`src/rtl/ps2_key_scheduler.sv`:
```
// ps2_key_scheduler: decodes PS/2 set 2 make/break bytes into the held state
// of the four paddle keys (W, S, I, K) and, once every REPEAT_FRAMES frame
// ticks, issues one move command per eligible held key to the paddle datapath.
//
// Ports
//   clk, rst_n   : system clock, asynchronous active-low reset
//   rx_code      : byte from the PS/2 receiver, valid when rx_ready pulses
//   rx_ready     : one-cycle receive strobe
//   frame_tick   : one-cycle strobe per video frame
//   scan_code    : move command (0x1D W, 0x1B S, 0x43 I, 0x42 K), holds last value
//   scan_ready   : one-cycle strobe, high in each issuing cycle
//   keys_held    : held key state {K,I,S,W}
module ps2_key_scheduler #(
  parameter int unsigned REPEAT_FRAMES = 1
) (
  input  logic       clk,
  input  logic       rst_n,
  input  logic [7:0] rx_code,
  input  logic       rx_ready,
  input  logic       frame_tick,
  output logic [7:0] scan_code,
  output logic       scan_ready,
  output logic [3:0] keys_held
);

  localparam int unsigned CODE_W = 8;
  localparam int unsigned KEYS_W = 4;
  localparam int unsigned FCNT_W = 8;

  localparam logic [CODE_W-1:0] CODE_W_KEY = 8'h1D;
  localparam logic [CODE_W-1:0] CODE_S_KEY = 8'h1B;
  localparam logic [CODE_W-1:0] CODE_I_KEY = 8'h43;
  localparam logic [CODE_W-1:0] CODE_K_KEY = 8'h42;
  localparam logic [CODE_W-1:0] CODE_BRK   = 8'hF0;
  localparam logic [CODE_W-1:0] CODE_EXT   = 8'hE0;

  localparam logic [FCNT_W-1:0] FCNT_LAST = FCNT_W'(REPEAT_FRAMES - 1);

  typedef enum logic [1:0] {D_IDLE, D_BRK, D_EXT, D_EXTBRK} dec_state_e;
  typedef enum logic {S_IDLE, S_ISSUE} sch_state_e;

  dec_state_e          dec_q, dec_d;
  sch_state_e          sch_q, sch_d;
  logic [KEYS_W-1:0]   keys_q, keys_d;
  logic [KEYS_W-1:0]   pend_q, pend_d;
  logic [FCNT_W-1:0]   fcnt_q, fcnt_d;
  logic [CODE_W-1:0]   code_q, code_d;
  logic                ready_q, ready_d;

  logic                burst_c;
  logic [KEYS_W-1:0]   elig_c;
  logic [KEYS_W-1:0]   lowest_c;

  // One-hot key position of a paddle make/break code, zero for other bytes.
  function automatic logic [KEYS_W-1:0] key_mask(input logic [CODE_W-1:0] c);
    case (c)
      CODE_W_KEY: key_mask = 4'b0001;
      CODE_S_KEY: key_mask = 4'b0010;
      CODE_I_KEY: key_mask = 4'b0100;
      CODE_K_KEY: key_mask = 4'b1000;
      default:    key_mask = 4'b0000;
    endcase
  endfunction

  // Move command for a one-hot key position.
  function automatic logic [CODE_W-1:0] key_code(input logic [KEYS_W-1:0] m);
    case (m)
      4'b0001: key_code = CODE_W_KEY;
      4'b0010: key_code = CODE_S_KEY;
      4'b0100: key_code = CODE_I_KEY;
      4'b1000: key_code = CODE_K_KEY;
      default: key_code = 8'h00;
    endcase
  endfunction

  // Opposing keys on the same side cancel each other.
  assign elig_c = {keys_q[3] & ~keys_q[2], keys_q[2] & ~keys_q[3],
                   keys_q[1] & ~keys_q[0], keys_q[0] & ~keys_q[1]};

  // Isolate the lowest set pending bit (W has highest priority).
  assign lowest_c = pend_q & (~pend_q + KEYS_W'(1));

  assign burst_c = frame_tick && (fcnt_q == FCNT_LAST);

  // Next-state logic for decoder, frame divider and scheduler.
  always_comb begin
    dec_d   = dec_q;
    keys_d  = keys_q;
    fcnt_d  = fcnt_q;
    sch_d   = sch_q;
    pend_d  = pend_q;
    code_d  = code_q;
    ready_d = 1'b0;

    if (rx_ready) begin
      case (dec_q)
        D_IDLE: begin
          if (rx_code == CODE_BRK)      dec_d = D_BRK;
          else if (rx_code == CODE_EXT) dec_d = D_EXT;
          else                          keys_d = keys_q | key_mask(rx_code);
        end
        D_BRK: begin
          keys_d = keys_q & ~key_mask(rx_code);
          dec_d  = D_IDLE;
        end
        D_EXT:    dec_d = (rx_code == CODE_BRK) ? D_EXTBRK : D_IDLE;
        D_EXTBRK: dec_d = D_IDLE;
        default:  dec_d = D_IDLE;
      endcase
    end

    if (frame_tick) begin
      fcnt_d = burst_c ? '0 : fcnt_q + FCNT_W'(1);
    end

    case (sch_q)
      S_IDLE: begin
        // Snapshot uses the registered key state, before any same-cycle update.
        if (burst_c && (elig_c != '0)) begin
          pend_d = elig_c;
          sch_d  = S_ISSUE;
        end
      end
      S_ISSUE: begin
        // Burst requests arriving here are dropped by design.
        code_d  = key_code(lowest_c);
        ready_d = 1'b1;
        pend_d  = pend_q & ~lowest_c;
        if (pend_d == '0) sch_d = S_IDLE;
      end
      default: sch_d = S_IDLE;
    endcase
  end

  // State registers.
  always_ff @(posedge clk or negedge rst_n) begin
    if (!rst_n) begin
      dec_q   <= D_IDLE;
      sch_q   <= S_IDLE;
      keys_q  <= '0;
      pend_q  <= '0;
      fcnt_q  <= '0;
      code_q  <= '0;
      ready_q <= 1'b0;
    end else begin
      dec_q   <= dec_d;
      sch_q   <= sch_d;
      keys_q  <= keys_d;
      pend_q  <= pend_d;
      fcnt_q  <= fcnt_d;
      code_q  <= code_d;
      ready_q <= ready_d;
    end
  end

  assign scan_code  = code_q;
  assign scan_ready = ready_q;
  assign keys_held  = keys_q;

endmodule

```
`config.mk`:
```
export PLATFORM = sky130hd
export DESIGN_NAME = ps2_key_scheduler
export DESIGN_NICKNAME = d
export VERILOG_FILES = /design/src/rtl/ps2_key_scheduler.sv
export SDC_FILE = /design/constraint.sdc
export NUM_CORES = 1
export LEC_CHECK = 0
export ABC_AREA = 1
export BUFFER_PORTS_ARGS = -buffer_cell sky130_fd_sc_hd__buf_4
export CELL_PAD_IN_SITES_DETAIL_PLACEMENT = 1
export CELL_PAD_IN_SITES_GLOBAL_PLACEMENT = 1
export CORE_MARGIN = 5
export CORE_UTILIZATION = 40
export CTS_BUF_LIST = sky130_fd_sc_hd__clkbuf_4
export CTS_CLUSTER_DIAMETER = 120
export DETAILED_ROUTE_END_ITERATION = 16
export MAX_ROUTING_LAYER = met4
export PLACE_DENSITY_LB_ADDON = 0.1
export SLEW_MARGIN = 20
export SYNTH_ARGS = -nofsm -noshare
export SYNTH_HDL_FRONTEND = slang
export SYNTH_SLANG_ARGS = --single-unit
```
`constraint.sdc`:
```
create_clock -name clk -period 1.9 [get_ports clk]
set_clock_uncertainty 0.1 [all_clocks]
set_input_delay 0.095 -clock clk [delete_from_list [all_inputs] [get_ports clk]]
set_output_delay 0.095 -clock clk [all_outputs]
set_load 0.05 [all_outputs]
```
# == Yosys cells after proc, flatten, opt, wreduce, memory -nomap -nowiden ==
# Cells that the tools add are included.
# totals
register_bits,28
inputBits,12
output_inout_bits,13
elab_cells,74
# classes
n_addsub,2
n_eq_ne,17
muxes,22
bitwise_logic,16
n_reduce_logical,10
# ops
op,count
4-bit two-way mux,9
7-bit case mux with 4 select lines,1
8-bit by 5-bit == test with 1-bit output (second input constant),2
8-bit by 7-bit == test with 1-bit output (second input constant),2
8-bit == test (second input constant),2
4-bit case mux with 2 select lines,2
4-bit case mux with 4 select lines,1
4-bit AND,3
4-bit inverter,3
8-bit by 1-bit adder with 8-bit output (second input constant),1
8-bit zero test,1
8-bit two-way mux,1
2-bit two-way mux,3
2-bit inequality test (second input constant),3
2-bit case mux with 3 select lines,1
1-bit inverter,5
4-bit by 1-bit adder with 4-bit output (second input constant),1
1-bit AND,4
2-bit == test (second input constant),2
4-bit by 1-bit == test with 1-bit output (second input constant),1
4-bit by 2-bit == test with 1-bit output (second input constant),1
4-bit by 3-bit == test with 1-bit output (second input constant),1
4-bit == test (second input constant),1
4-bit zero test,1
other kinds (12),15

# == Longest topological paths before layout ==
# logic_depth
depth_word,10
depth_mapped,9
ltp_nobuf,9

# == Least setup slack after synthesis ==
# Ideal clock, no wire load.
# synth_timing
kind,register -> register
from,register (tool-made name)
to,register pend_q[0]
setup_time_ns,0.117
arrival_time_ns,1.410
t_required_ns,1.683
path_slack_ns,0.273
path_stages_with_launch,9
path_buffers,0
period_less_slack_ns,1.627
cell_sequence,dfrtp_1 -> inv_1 -> ha_1 -> nand2_1 -> nand3_1 -> nand2_2 -> inv_2 -> nand2_1 -> nand2_1
# synth_rtl
element,line,source
"end signal, assigned",149,pend_q <= pend_d;
"end, declared",45,"logic [KEYS_W-1:0] pend_q, pend_d;"

# == Worst setup path after layout ==
# layout_timing
from,register fcnt_q[0]
to,register pend_q[0]
# layout_via
elab_chain_len,4
# layout_rtl
element,line,source
"start, declared",46,"logic [FCNT_W-1:0] fcnt_q, fcnt_d;"
"start signal, assigned",150,fcnt_q <= fcnt_d;
8-bit zero test,83,assign burst_c = frame_tick && (fcnt_q == FCNT_LAST);
1-bit logical AND,83,
1-bit logical AND,119,if (burst_c && (elig_c != '0)) begin
2-bit inequality test (no source line),--,
# Every way passes these cells.
# A chain may end at the register's enable or synchronous reset.

==> summary.md <==
| Metric | Value |
|---|---|
| Root buf cell | `clkbuf_4` |
| Final Power | `1830 uW` |
| Drt drc | `0` |
| DP Worst Slack | `0.380 ns` |
| R2r endpoint | `pend_q[0]` |
| Setup crit end | `pend_q[0]` |
| Synthesized instance count | `182` |
| Finished Core Util | `0.493` |
| Total inserted antenna cells | `0` |
| Global-route wire length before repair | `5490 um` |
| Pins Over Slew Limit | `0` |
| DRT met1 WL | `1330 um` |
| Multi-input gate area | `662 um2` |
| Commonest cells after routing, fill and taps aside | `nand2_1, inv_1, dfrtp_1, buf_4, nor2_1` |
| XOR/XNOR share of the synthesized area | `0.0247` |
| Fmax | `0.635 GHz` |
| Drt first pass iters | `3` |
| Via density | `4.85` |
| Met3 wire length | `119 um` |
| Clock Sinks | `25` |
| I/O pin total | `25` |
| Die Width | `69.6 um` |
| Fillers | `419` |
| Synth Area in Compound Gates | `0.0520` |
| Min cycle time layout | `1.57 ns` |
| Worst IR drop on VDD | `0.329 mV` |
| Total length of routed wires | `3040 um` |
| Mapped cell area | `1420 um2` |
| Drt wl/cell | `12.0 um` |
| Main combinational cell family by area after synthesis | `simple AND/OR/NAND/NOR gates` |
| Largest net degree at the start of global routing | `26` |
| Synth async-reset ratio | `1.00` |
| Total grt overflow | `0` |
| Setup TNS | `0 ns` |
| Register bit total from synthesis | `25` |
| CTS tree | `built` |
| Number of synthesized flops with an enable pin | `0` |
| Final setup fails | `0` |
| Starting Density | `0.419` |
| Reg2reg start | `fcnt_q[0]` |
| Via count | `1233` |
| Number of port buffers | `22` |
| Share of layout cells above drive strength 1 | `0.188` |
| Area of the die | `4840 um2` |
| Critical Path Fanout Max | `7` |
| CP Capture Type | `register` |
| Row cnt | `21` |
| Crit path kind | `reg2reg` |
| Adder-cell share of the synthesized area | `0.0529` |
| Clock buffer depth | `2` |
| Max-cap viol count | `0` |
| Tot GR Track Use | `0.141` |
| Most common cell after layout, fill and taps aside | `nand2_1` |
| Final ANT Viol Nets | `0` |
| CP startpoint kind | `register` |
| Final #Nets | `227` |
| Area leader, netlist | `dfrtp_1` |
| Worst Reg-to-Reg Cells | `9` |
| Sequential area share after synthesis | `0.441` |
| Worst-Skew Late Latency | `0.32 ns` |
| RSZ-0062 raised after global routing | `no` |
| Final Hold Vio Count | `0` |
| Ys Warns | `0` |
| Final Cycle Share | `0.829` |
| Worst EP arrival | `1.70 ns` |
| Ys flop type | `dfrtp_1` |
| Post-Layout Cell Count | `254` |
| WP data required | `2.02 ns` |
| Vias in the first global route | `1264` |
| Die H | `69.6 um` |
| Initial antenna violation count | `0` |
| Total area of sequential cells | `626 um2` |
| DR top layer | `met4` |
| DRT iter0 DRCs | `24` |
| Pwr Density | `1100 nW/um2` |
| WL met2 | `1530 um` |
| Syn-to-layout area delta | `17.8%` |
| Detailed placement HPWL | `2420 um` |
| Clk slew on worst S/H paths | `0.13 ns` |
| Yosys top cell area share | `0.441` |
| Worst reg2reg setup slack | `0.33 ns` |
| Final WS setup | `0.326 ns` |
| Mux cell area share after synthesis | `0` |
| Core box area | `3390 um2` |
| H-tree levels | `1` |
| Setup crit start | `fcnt_q[0]` |
| Placed cell count | `247` |
| Simple-gate portion of the synthesized area | `0.332` |
| GPL Wtd Cong | `0.782` |
| Hold Crit Class | `in2reg` |
| Top post-synthesis cells by area | `dfrtp_1, nand2_1, inv_1` |
| Synth unique cells | `25` |
| Leak Pwr | `0.000866 uW` |
| Status | `completed` |
| Avg Inst Size Synth | `7.80 um2` |
| Total setup buffers inserted after CTS | `0` |
| CTS Buf Count | `3` |
[logic make-up (layout without fill, tap and decap cells)]
group	count (synthesis)	count (layout)
simple gates	101	101
buf+inv	31	56
flops	25	25
compound gates	14	14
fa+ha+maj	6	6
xor+xnor	4	4
other cells	1	2
[where the power goes]
part           internal [uW]  leakage [uW]  switching (uW)
clock network           96.4     0.0000184             157
logic                    253      0.000514             517
registers                677      0.000333             132
total                   1030      0.000866             807
[per-stage QoR]
stage	instance area (um2)	hold WS [ns]
after global routing	1670	0.0779
after CTS	1670	0.0542
after detailed placement	1610	-0.0795
after global placement	1610	-0.0849
after floorplan	1420	-0.301
final	1670	0.0579
[critical path: stages (launching register included)]
cell     delay, ns
dfrtp_1       0.42
inv_1         0.10
ha_1          0.16
nand2_1       0.05
nor3_1        0.19
nand3_1       0.14
nand2_2       0.15
inv_2         0.06
nand2_1       0.06
nand2_1       0.06
[area by class of cell]
type,instances,area share
multi-input cells,127,0.396
flip-flops and latches,25,0.374
repair buffers,25,0.117
inverters,27,0.0606
well taps,46,0.0344
clock buffers,4,0.0180
[how the worst min path moves through the flow]
stage                     startpoint      endpoint  slack [ns]  cells after the start
final                     rx_code[2]      register        0.06                      6
after global routing      rx_code[1]      register        0.08                      5
after CTS                 rx_code[2]      register        0.05                      6
after detailed placement       rst_n    scan_ready       -0.08                      1
after global placement         rst_n  scan_code[0]       -0.08                      1
after floorplan                rst_n     async pin       -0.30                      0
[timing repair]
| action | 4_1_cts | 5_1_grt |
|---|---|---|
| endpoints found under the hold margin | 29 | 0 |
| hold buffers | 3 | 0 |
| gates resized for setup | 0 | 0 |
[synth_stat cells, drive strengths merged, types with 2 or more instances]
| cell | instances |
|---|---|
| xor2 | 3 |
| nand2 | 46 |
| nand4 | 7 |
| buf | 4 |
| dfrtp | 25 |
| nand3 | 19 |
| nor2 | 23 |
| a21oi | 2 |
| inv | 27 |
| nor3 | 2 |
| o21ai | 10 |
| or2 | 2 |
| ha | 6 |
[metal layers]
metal,up-vias,track usage
li1,623,-
met1,577,0.166
met2,27,0.237
met3,6,0.0261
met4,0,0.0586
met5,-,-
No activity file was read; power rests on OpenSTA's default activity.
